File: config.mk
export PLATFORM = sky130hd
export DESIGN_NAME = morse_beeper
export DESIGN_NICKNAME = d
export VERILOG_FILES = /design/src/rtl/morse_pkg.sv /design/src/rtl/key_debounce.sv /design/src/rtl/morse_beeper.sv
export SDC_FILE = /design/constraint.sdc
export NUM_CORES = 1
export LEC_CHECK = 0
export ABC_AREA = 1
export BUFFER_PORTS_ARGS = -buffer_cell sky130_fd_sc_hd__buf_4
export CORE_UTILIZATION = 52
export CTS_CLUSTER_DIAMETER = 100
export DETAILED_ROUTE_END_ITERATION = 7
export MAX_ROUTING_LAYER = met4
export PLACE_DENSITY = 0.67
export SYNTH_ARGS = -nofsm -noshare
export SYNTH_HDL_FRONTEND = slang
export SYNTH_SLANG_ARGS = --single-unit
export TNS_END_PERCENT = 100
File: constraint.sdc
create_clock -name CLK -period 6.9 [get_ports CLK]
set_input_delay 2.07 -clock CLK [delete_from_list [all_inputs] [get_ports CLK]]
set_output_delay 2.07 -clock CLK [all_outputs]
set_load 0.01 [all_outputs]
File: src/rtl/morse_pkg.sv
// Shared Morse definitions: symbol codes, FSM state encoding and the
// unit multiples that set how long each state lasts.
package morse_pkg;

   localparam logic [1:0] SYM_END  = 2'b00;
   localparam logic [1:0] SYM_DOT  = 2'b01;
   localparam logic [1:0] SYM_DASH = 2'b10;
   localparam logic [1:0] SYM_GAP  = 2'b11;

   localparam logic [2:0] DOT_UNITS   = 3'd1;
   localparam logic [2:0] DASH_UNITS  = 3'd3;
   localparam logic [2:0] SPACE_UNITS = 3'd1;
   localparam logic [2:0] GAP_UNITS   = 3'd2;
   localparam logic [2:0] WORD_UNITS  = 3'd7;

   typedef enum logic [2:0] {
      ST_IDLE  = 3'd0,
      ST_FETCH = 3'd1,
      ST_MARK  = 3'd2,
      ST_SPACE = 3'd3,
      ST_GAP   = 3'd4,
      ST_WORD  = 3'd5
   } state_t;

   function automatic logic [2:0] mark_units(input logic [1:0] sym);
      return (sym == SYM_DASH) ? DASH_UNITS : DOT_UNITS;
   endfunction

endpackage

File: src/rtl/key_debounce.sv
// Push-button conditioning: 2-flop synchroniser, stability debounce and
// a one-cycle Trig pulse on each debounced press (release is ignored).
module key_debounce #(
   parameter int DEBOUNCE_CYCLES = 500000
) (
   input  logic CLK,
   input  logic RST,
   input  logic Pin_In,
   output logic Trig
);

   localparam int DW = (DEBOUNCE_CYCLES > 1) ? $clog2(DEBOUNCE_CYCLES) : 1;

   logic          sync1;
   logic          sync2;
   logic          level;
   logic          level_d;
   logic [DW-1:0] cnt;

   // The counter only runs while the synchronised key disagrees with the
   // debounced level, so any bounce back restarts the stability window.
   always_ff @(posedge CLK) begin
      if (RST) begin
         sync1   <= 1'b0;
         sync2   <= 1'b0;
         level   <= 1'b0;
         level_d <= 1'b0;
         cnt     <= '0;
      end else begin
         sync1   <= Pin_In;
         sync2   <= sync1;
         level_d <= level;
         if (sync2 == level) begin
            cnt <= '0;
         end else if (cnt == DW'(DEBOUNCE_CYCLES - 1)) begin
            level <= sync2;
            cnt   <= '0;
         end else begin
            cnt <= cnt + DW'(1);
         end
      end
   end

   assign Trig = level & ~level_d;

endmodule

File: src/rtl/morse_beeper.sv
// Morse message player: a key press latches Pattern and plays it as tone
// bursts; another press aborts, Repeat loops the message with word gaps.
module morse_beeper
   import morse_pkg::*;
#(
   parameter int UNIT_CYCLES     = 50000,
   parameter int DEBOUNCE_CYCLES = 500000,
   parameter int MAX_SYM         = 16,
   parameter int TONE_HALF       = 12500
) (
   input  logic               CLK,
   input  logic               RST,
   input  logic               Pin_In,
   input  logic [2*MAX_SYM-1:0] Pattern,
   input  logic               Repeat,
   output logic               Pin_Out,
   output logic               Beep_En,
   output logic               Busy,
   output logic               Done,
   output logic [2:0]         dbg_state
);

   localparam int UW = $clog2(UNIT_CYCLES);
   localparam int IW = $clog2(MAX_SYM + 1);
   localparam int TW = (TONE_HALF > 1) ? $clog2(TONE_HALF) : 1;

   state_t               state, next_state;
   logic                 trig;
   logic [2*MAX_SYM-1:0] pat_q;
   logic [IW-1:0]        idx_q;
   logic [UW-1:0]        unit_cnt;
   logic [2:0]           unit_num;
   logic [TW-1:0]        tone_cnt;
   logic                 tone_q;
   logic                 done_q;
   logic [1:0]           cur_sym;
   logic [2:0]           seg_units;
   logic                 unit_tick, seg_done, msg_end, timed;
   logic                 load, idx_clr, idx_inc, abort, fin;

   key_debounce #(.DEBOUNCE_CYCLES(DEBOUNCE_CYCLES)) u_deb (
      .CLK    (CLK),
      .RST    (RST),
      .Pin_In (Pin_In),
      .Trig   (trig)
   );

   always_comb begin
      cur_sym = SYM_END;
      for (int k = 0; k < MAX_SYM; k++) begin
         if (idx_q == IW'(k)) cur_sym = pat_q[2*k +: 2];
      end
   end

   assign msg_end   = (idx_q == IW'(MAX_SYM)) || (cur_sym == SYM_END);
   assign unit_tick = (unit_cnt == UW'(UNIT_CYCLES - 1));
   assign timed     = (state == ST_MARK) || (state == ST_SPACE) ||
                      (state == ST_GAP)  || (state == ST_WORD);

   always_comb begin
      seg_units = SPACE_UNITS;
      case (state)
         ST_MARK: seg_units = mark_units(cur_sym);
         ST_GAP:  seg_units = GAP_UNITS;
         ST_WORD: seg_units = WORD_UNITS;
         default: seg_units = SPACE_UNITS;
      endcase
   end

   assign seg_done = unit_tick && (unit_num == seg_units - 3'd1);

   // Trig outside IDLE is an abort and overrides every other transition.
   always_comb begin
      next_state = state;
      load       = 1'b0;
      idx_clr    = 1'b0;
      idx_inc    = 1'b0;
      abort      = 1'b0;
      fin        = 1'b0;
      if (state == ST_IDLE) begin
         if (trig) begin
            next_state = ST_FETCH;
            load       = 1'b1;
            idx_clr    = 1'b1;
         end
      end else if (trig) begin
         abort      = 1'b1;
         next_state = ST_IDLE;
      end else begin
         case (state)
            ST_FETCH: begin
               if (msg_end) begin
                  if (Repeat) begin
                     next_state = ST_WORD;
                  end else begin
                     next_state = ST_IDLE;
                     fin        = 1'b1;
                  end
               end else if (cur_sym == SYM_GAP) begin
                  next_state = ST_GAP;
               end else begin
                  next_state = ST_MARK;
               end
            end
            ST_MARK: if (seg_done) next_state = ST_SPACE;
            ST_SPACE, ST_GAP: begin
               if (seg_done) begin
                  next_state = ST_FETCH;
                  idx_inc    = 1'b1;
               end
            end
            ST_WORD: begin
               if (seg_done) begin
                  next_state = ST_FETCH;
                  idx_clr    = 1'b1;
               end
            end
            default: next_state = ST_IDLE;
         endcase
      end
   end

   always_ff @(posedge CLK) begin
      if (RST) begin
         state  <= ST_IDLE;
         pat_q  <= '0;
         idx_q  <= '0;
         done_q <= 1'b0;
      end else begin
         state  <= next_state;
         done_q <= abort;
         if (load) pat_q <= Pattern;
         if (idx_clr) idx_q <= '0;
         else if (idx_inc) idx_q <= idx_q + IW'(1);
      end
   end

   // Unit counters restart on every state change so durations stay exact.
   always_ff @(posedge CLK) begin
      if (RST) begin
         unit_cnt <= '0;
         unit_num <= '0;
      end else if (!timed || (next_state != state)) begin
         unit_cnt <= '0;
         unit_num <= '0;
      end else if (unit_tick) begin
         unit_cnt <= '0;
         unit_num <= unit_num + 3'd1;
      end else begin
         unit_cnt <= unit_cnt + UW'(1);
      end
   end

   always_ff @(posedge CLK) begin
      if (RST) begin
         tone_cnt <= '0;
         tone_q   <= 1'b0;
      end else if ((next_state == ST_MARK) && (state != ST_MARK)) begin
         tone_cnt <= '0;
         tone_q   <= 1'b1;
      end else if (state == ST_MARK) begin
         if (tone_cnt == TW'(TONE_HALF - 1)) begin
            tone_cnt <= '0;
            tone_q   <= ~tone_q;
         end else begin
            tone_cnt <= tone_cnt + TW'(1);
         end
      end else begin
         tone_cnt <= '0;
         tone_q   <= 1'b0;
      end
   end

   assign Beep_En   = (state == ST_MARK);
   assign Pin_Out   = (state == ST_MARK) & tone_q;
   assign Busy      = (state != ST_IDLE) | trig;
   assign Done      = done_q | fin;
   assign dbg_state = state;

endmodule

; ---- Yosys cells after proc, flatten, opt, wreduce, memory -nomap -nowiden
; Index checks and enable logic that the tools add are counted.
[word_totals]
regBits = 98
latch_bits = 0
ramBits = 0
mem_bits_ro = 0
in_bits = 36
mem_count = 0
[op_classes]
add_sub_neg = 6
mul = 0
div = 0
magnitude_cmp = 0
n_eq_ne = 32
n_shift = 0
mux = 44
n_bitwise = 8
reduce_logical = 21
[op_table]
columns = cell, n
row1 = "equality test 5 x 4 -> 1 bit, second input constant", 8
row2 = 2-to-1 mux 2 bit, 17
row3 = 2-to-1 mux 3 bit, 8
row4 = "equality test 5 x 3 -> 1 bit, second input constant", 4
row5 = "adder 19 x 1 -> 19 bit, second input constant", 1
row6 = "equality test 19 bit, second input constant", 1
row7 = case mux 3 bit (3 select lines), 2
row8 = 2-to-1 mux 1 bit, 17
row9 = "adder 16 x 1 -> 16 bit, second input constant", 1
row10 = "equality test 16 bit, second input constant", 1
row11 = "adder 14 x 1 -> 14 bit, second input constant", 1
row12 = "equality test 14 bit, second input constant", 1
row13 = "equality test 5 x 2 -> 1 bit, second input constant", 2
row14 = "equality test 3 x 2 -> 1 bit, second input constant", 3
row15 = OR reduction 3 bit, 3
row16 = OR reduction 2 bit, 4
row17 = "equality test 3 bit, second input constant", 2
row18 = "adder 5 x 1 -> 5 bit, second input constant", 1
row19 = "equality test 5 x 1 -> 1 bit, second input constant", 1
row20 = "equality test 5 bit, second input constant", 1
row21 = logical NOT 5 bit, 1
row22 = logical OR 1 bit, 5
row23 = "equality test 2 bit, second input constant", 2
row24 = NOT 1 bit, 4
row25 = other kinds (17), 20

; ---- Logic depth before layout (Yosys ltp)
[logic_depth]
ltp_word = 30
ltp_mapped = 36
depth_no_buf = 35

; ---- Cells and area by module
; Synthesis repeated with hierarchy kept, for this count alone.
[hier_totals]
cells_unflattened = 729
area_unflattened_um2 = 5092.4
[modules_own_cells]
columns = mod, n_inst, cells_per_inst, area_each_um2
row1 = morse_beeper, 1, 548, 3860.0
row2 = key_debounce, 1, 181, 1232.4

; ---- Least setup slack after synthesis
; No wires, ideal clock.
[synth_timing]
kind = input -> output
from = input Repeat
to = output Done
t_arrival_ns = 2.385
t_required_ns = 4.830
path_slack_ns = 2.445
stages = 3
n_path_buf = 0
path_cell_list = inv_1 -> nand2_1 -> o21bai_1
[synth_between]
elab_chain_len = 6
[synth_rtl]
columns = item, line
row1 = "start, declared", morse_beeper.sv:15  ; input logic Repeat,
row2 = 2-to-1 mux 1 bit, morse_beeper.sv:93  ; if (Repeat) begin
row3 = 2-to-1 mux 1 bit, morse_beeper.sv:92  ; if (msg_end) begin
row4 = 2-to-1 mux 1 bit, morse_beeper.sv:90  ; case (state)
row5 = 2-to-1 mux 1 bit, morse_beeper.sv:86  ; end else if (trig) begin
row6 = 2-to-1 mux 1 bit, morse_beeper.sv:80  ; if (state == ST_IDLE) begin
row7 = bitwise OR 1 bit, morse_beeper.sv:177  ; assign Done = done_q | fin;
row8 = "end, declared", morse_beeper.sv:19  ; output logic Done,
; Every way passes these cells.

; ---- Worst setup path after layout
[layout_timing]
from = register idx_q[1]
to = output Done
[layout_between]
elab_chain_len = 24
[layout_rtl]
columns = item, line
row1 = "start, declared", morse_beeper.sv:30  ; logic [IW-1:0] idx_q;
row2 = "start signal, assigned", morse_beeper.sv:134  ; else if (idx_inc) idx_q <= idx_q + IW'(1);
row3 = logical NOT 5 bit, morse_beeper.sv:51  ; if (idx_q == IW'(k)) cur_sym = pat_q[2*k +: 2];
row4 = 2-to-1 mux 2 bit (16 in a row), morse_beeper.sv:51
row5 = logical NOT 2 bit, morse_beeper.sv:55  ; assign msg_end = (idx_q == IW'(MAX_SYM)) || (cur_sym == SYM_END);
row6 = logical OR 1 bit *, morse_beeper.sv:55
row7 = 2-to-1 mux 1 bit *, morse_beeper.sv:92
row8 = 2-to-1 mux 1 bit *, morse_beeper.sv:90
row9 = 2-to-1 mux 1 bit *, morse_beeper.sv:86
row10 = 2-to-1 mux 1 bit *, morse_beeper.sv:80
row11 = bitwise OR 1 bit *, morse_beeper.sv:177
; Every way passes the cells marked *; elsewhere a longest branch is shown, timed or not.

==> impl_metrics.toml <==
[route]
first_iter_violations = 111
antenna_left = 0
firstDrtPassIters = 4
via_per_inst = 5.05
via_count = 4187
wl_per_cell_um = 11.5
drc = 0
wl_mm = 9.53

[setup_path]
crit_type = "flip-flop to output port"
cp-start-kind = "flip-flop"
slowest_stage = "dfxtp_1"
crit_path_frequent_cell = "nand2_1"
cp.arrival_ns = 2.91
crit_required_ns = 4.83
critical_path.max_stage_delay_ns = 0.35
path_max_fanout = 8
endpoint_kind = "output port"

[clock_tree]
root_buffer = "clkbuf_8"
postCtsHoldBufs = 0
insertion_delay_ns = 0.37
h-tree-depth = 3
clkSinkCount = 98
cts_buffers = 9
cts_resized = 0
clk_pin_slew_ns = 0.10
clockBufferDepth = 2
cts_tree = "done"
cts_setup_buffers = 0

[layout]
post-route-util_pct = 60.9
drive_gt1_share_pct = 12.8
post-route-cell-area_um2 = 5340
fin_nets = 762
multi_input_area_um2 = 2340
synthToLayoutAreaGrowth_pct = 12.7
seqCellArea_um2 = 1960
insertedDiodeCount = 0
fillers = 828

[timing]
fin_crit_sh_pct = 72.1
worstMarginPinSlew_ns = 1.11
period_minus_slack_ns = 4.98
relSlewSlack_pct = 25.2
skew_ns = 0.0107
hold_violations = 0
finalSetupTns_ns = 0
rsz0062_at_grt = "false"
drv_slew = 0
fmax_ghz = 0.201
finalSetupViolations = 0

[grt]
grt_max_degree = 38
grt_pass1_wl_mm = 17.0
grt-ovfl-total = 0
antenna_found_initial = 0
grt_pass1_vias = 4003
grt_use_total_pct = 22.3

[hold_path]
worstHoldPathType = "flip-flop to flip-flop"

[floorplanning]
placementRows = 34
initial_core_util_pct = 54.0
dieArea_um2 = 9490
die_x_um = 97.4
ios = 43
coreArea_um2 = 8760
die_y_um = 97.4

[placement]
place_area_um2 = 5130
port_buffers = 42
dp_hpwl_mm = 7.03
gp_congestion = 0.879

[synthesis]
syn_area_per_cell_um2 = 7.01
yosysTopAreaCell = "dfxtp_1"
synth_warnings = 0
synth_top_area_share_pct = 41.4
synthTopCellsByArea = "dfxtp_1 41%, nor2_1 10%, nand2_1 8.1%"
syn_nets = 721
synth_area_um2 = 4730
syn_inst = 675
ys_seq_area_share_pct = 41.4
synth-seq-cells = 98
synthDistinctLibCells = 39

[run]
maxCapViolCount = 0

[power]
p_per_area_nw_per_um2 = 183
total_power_mw = 0.975
p_leak_nw = 2.26
peakVddDrop_v = 0.000125

[run_status]
status = "finished clean"
[report_power, final]
part	internal, mW	switching, mW
combinational	0.0141	0.00917
sequential	0.566	0.000304
clock	0.174	0.212
total	0.754	0.222
[final cells by class]
cell class / instances / share of cell area [%]
multi-input cells: 465 / 43.9
flip-flops and latches: 98 / 36.8
inverters: 99 / 6.97
clock inverters: 6 / 1.36
repair buffers: 43 / 6.05
clock buffers: 10 / 2.39
well taps: 108 / 2.53
[metrics by stage]
| step | cells | hold slack, ns | worst slack (ns) |
|---|---|---|---|
| 2_1_floorplan | 675 | 0.388 | 2.45 |
| 3_3_place_gp | 813 | 0.391 | 2.29 |
| 3_5_place_dp | 813 | 0.395 | 2.27 |
| 4_1_cts | 829 | 0.409 | 1.88 |
| 5_1_grt | 829 | 0.455 | 1.56 |
| 6_report | 829 | 0.407 | 1.92 |
[per-layer routing]
metal / routed length [um] / vias to the layer above / track usage (%)
met5: 0 / - / -
met4: 115 / 0 / 6.45
met3: 436 / 12 / 5.32
met2: 4550 / 53 / 38.1
met1: 4430 / 1898 / 25.9
li1: - / 2224 / -
[sequential cells by signal, summed over array words and instances (netlist names)]
signal / cells
idx_q: 5
u_deb.level_d: 1
u_deb.cnt: 19
tone_q: 1
tone_cnt: 14
u_deb.level: 1
done_q: 1
unit_cnt: 16
u_deb.sync2: 1
pat_q: 32
u_deb.sync1: 1
unit_num: 3
dbg_state: 3
[final timing paths]
path,start,slack (ns),depth (start not counted),to
setup / recovery,idx_q[1]$_SDFFE_PP0P_,1.92,25,Done
hold / removal,u_deb.sync1$_SDFF_PP0_,0.41,2,u_deb.sync2$_SDFF_PP0_
setup reg to reg,idx_q[0]$_SDFFE_PP0P_,2.58,34,unit_cnt[5]$_SDFF_PP0_
hold reg to reg,u_deb.sync1$_SDFF_PP0_,0.41,2,u_deb.sync2$_SDFF_PP0_
[layout by cell type (no fill, tap or decap), types with 8 or more instances in the layout]
cell      synthesis  routed
a21oi_1          19      19
buf_4             0      43
clkbuf_8          0       9
dfxtp_1          98      98
ha_1             10      10
inv_1            89      89
inv_2             9       9
nand2_1         102     102
nand3_1          44      44
nand4_1          11      11
nor2_1          131     131
nor2_2           13      13
nor3_1           18      18
nor4_1            8       8
o21ai_0          46      46
xnor2_1           9       9
xor2_1           21      21
[synth_stat cells, drive strengths merged]
library cell	number
nor2	146
nand2	105
dfxtp	98
inv	98
o21ai	49
nand3	46
xor2	21
a21oi	20
nor3	18
clkbuf	12
nand4	11
ha	10
xnor2	9
nor4	8
or2	6
a211oi	2
o21bai	2
a31oi	1
and3	1
buf	1
clkinv	1
mux2i	1
nand3b	1
nor3b	1
nor4b	1
o211ai	1
o21a	1
o22a	1
o22ai	1
o311ai	1
o31ai	1
[worst max-delay path, delay by kind of cell (launching register included)]
kind	cells	cell delay (ns)
flip-flops	1	0.35
AND/OR/NAND/NOR	18	1.45
buffers and inverters	4	0.35
adder cells (fa/ha/maj)	1	0.17
AO/OA/AOI/OAI	2	0.21
[logic make-up after synthesis]
| logic type | after synthesis | synth area share (%) |
|---|---|---|
| buffers and inverters | 112 | 9.04 |
| AND/OR/NAND/NOR | 344 | 32.0 |
| adder cells (fa/ha/maj) | 10 | 2.64 |
| flip-flops | 98 | 41.4 |
| multiplexers | 1 | 0.211 |
| XOR/XNOR | 30 | 5.55 |
| AO/OA/AOI/OAI | 80 | 9.12 |
(Power assumes the default switching activity.)
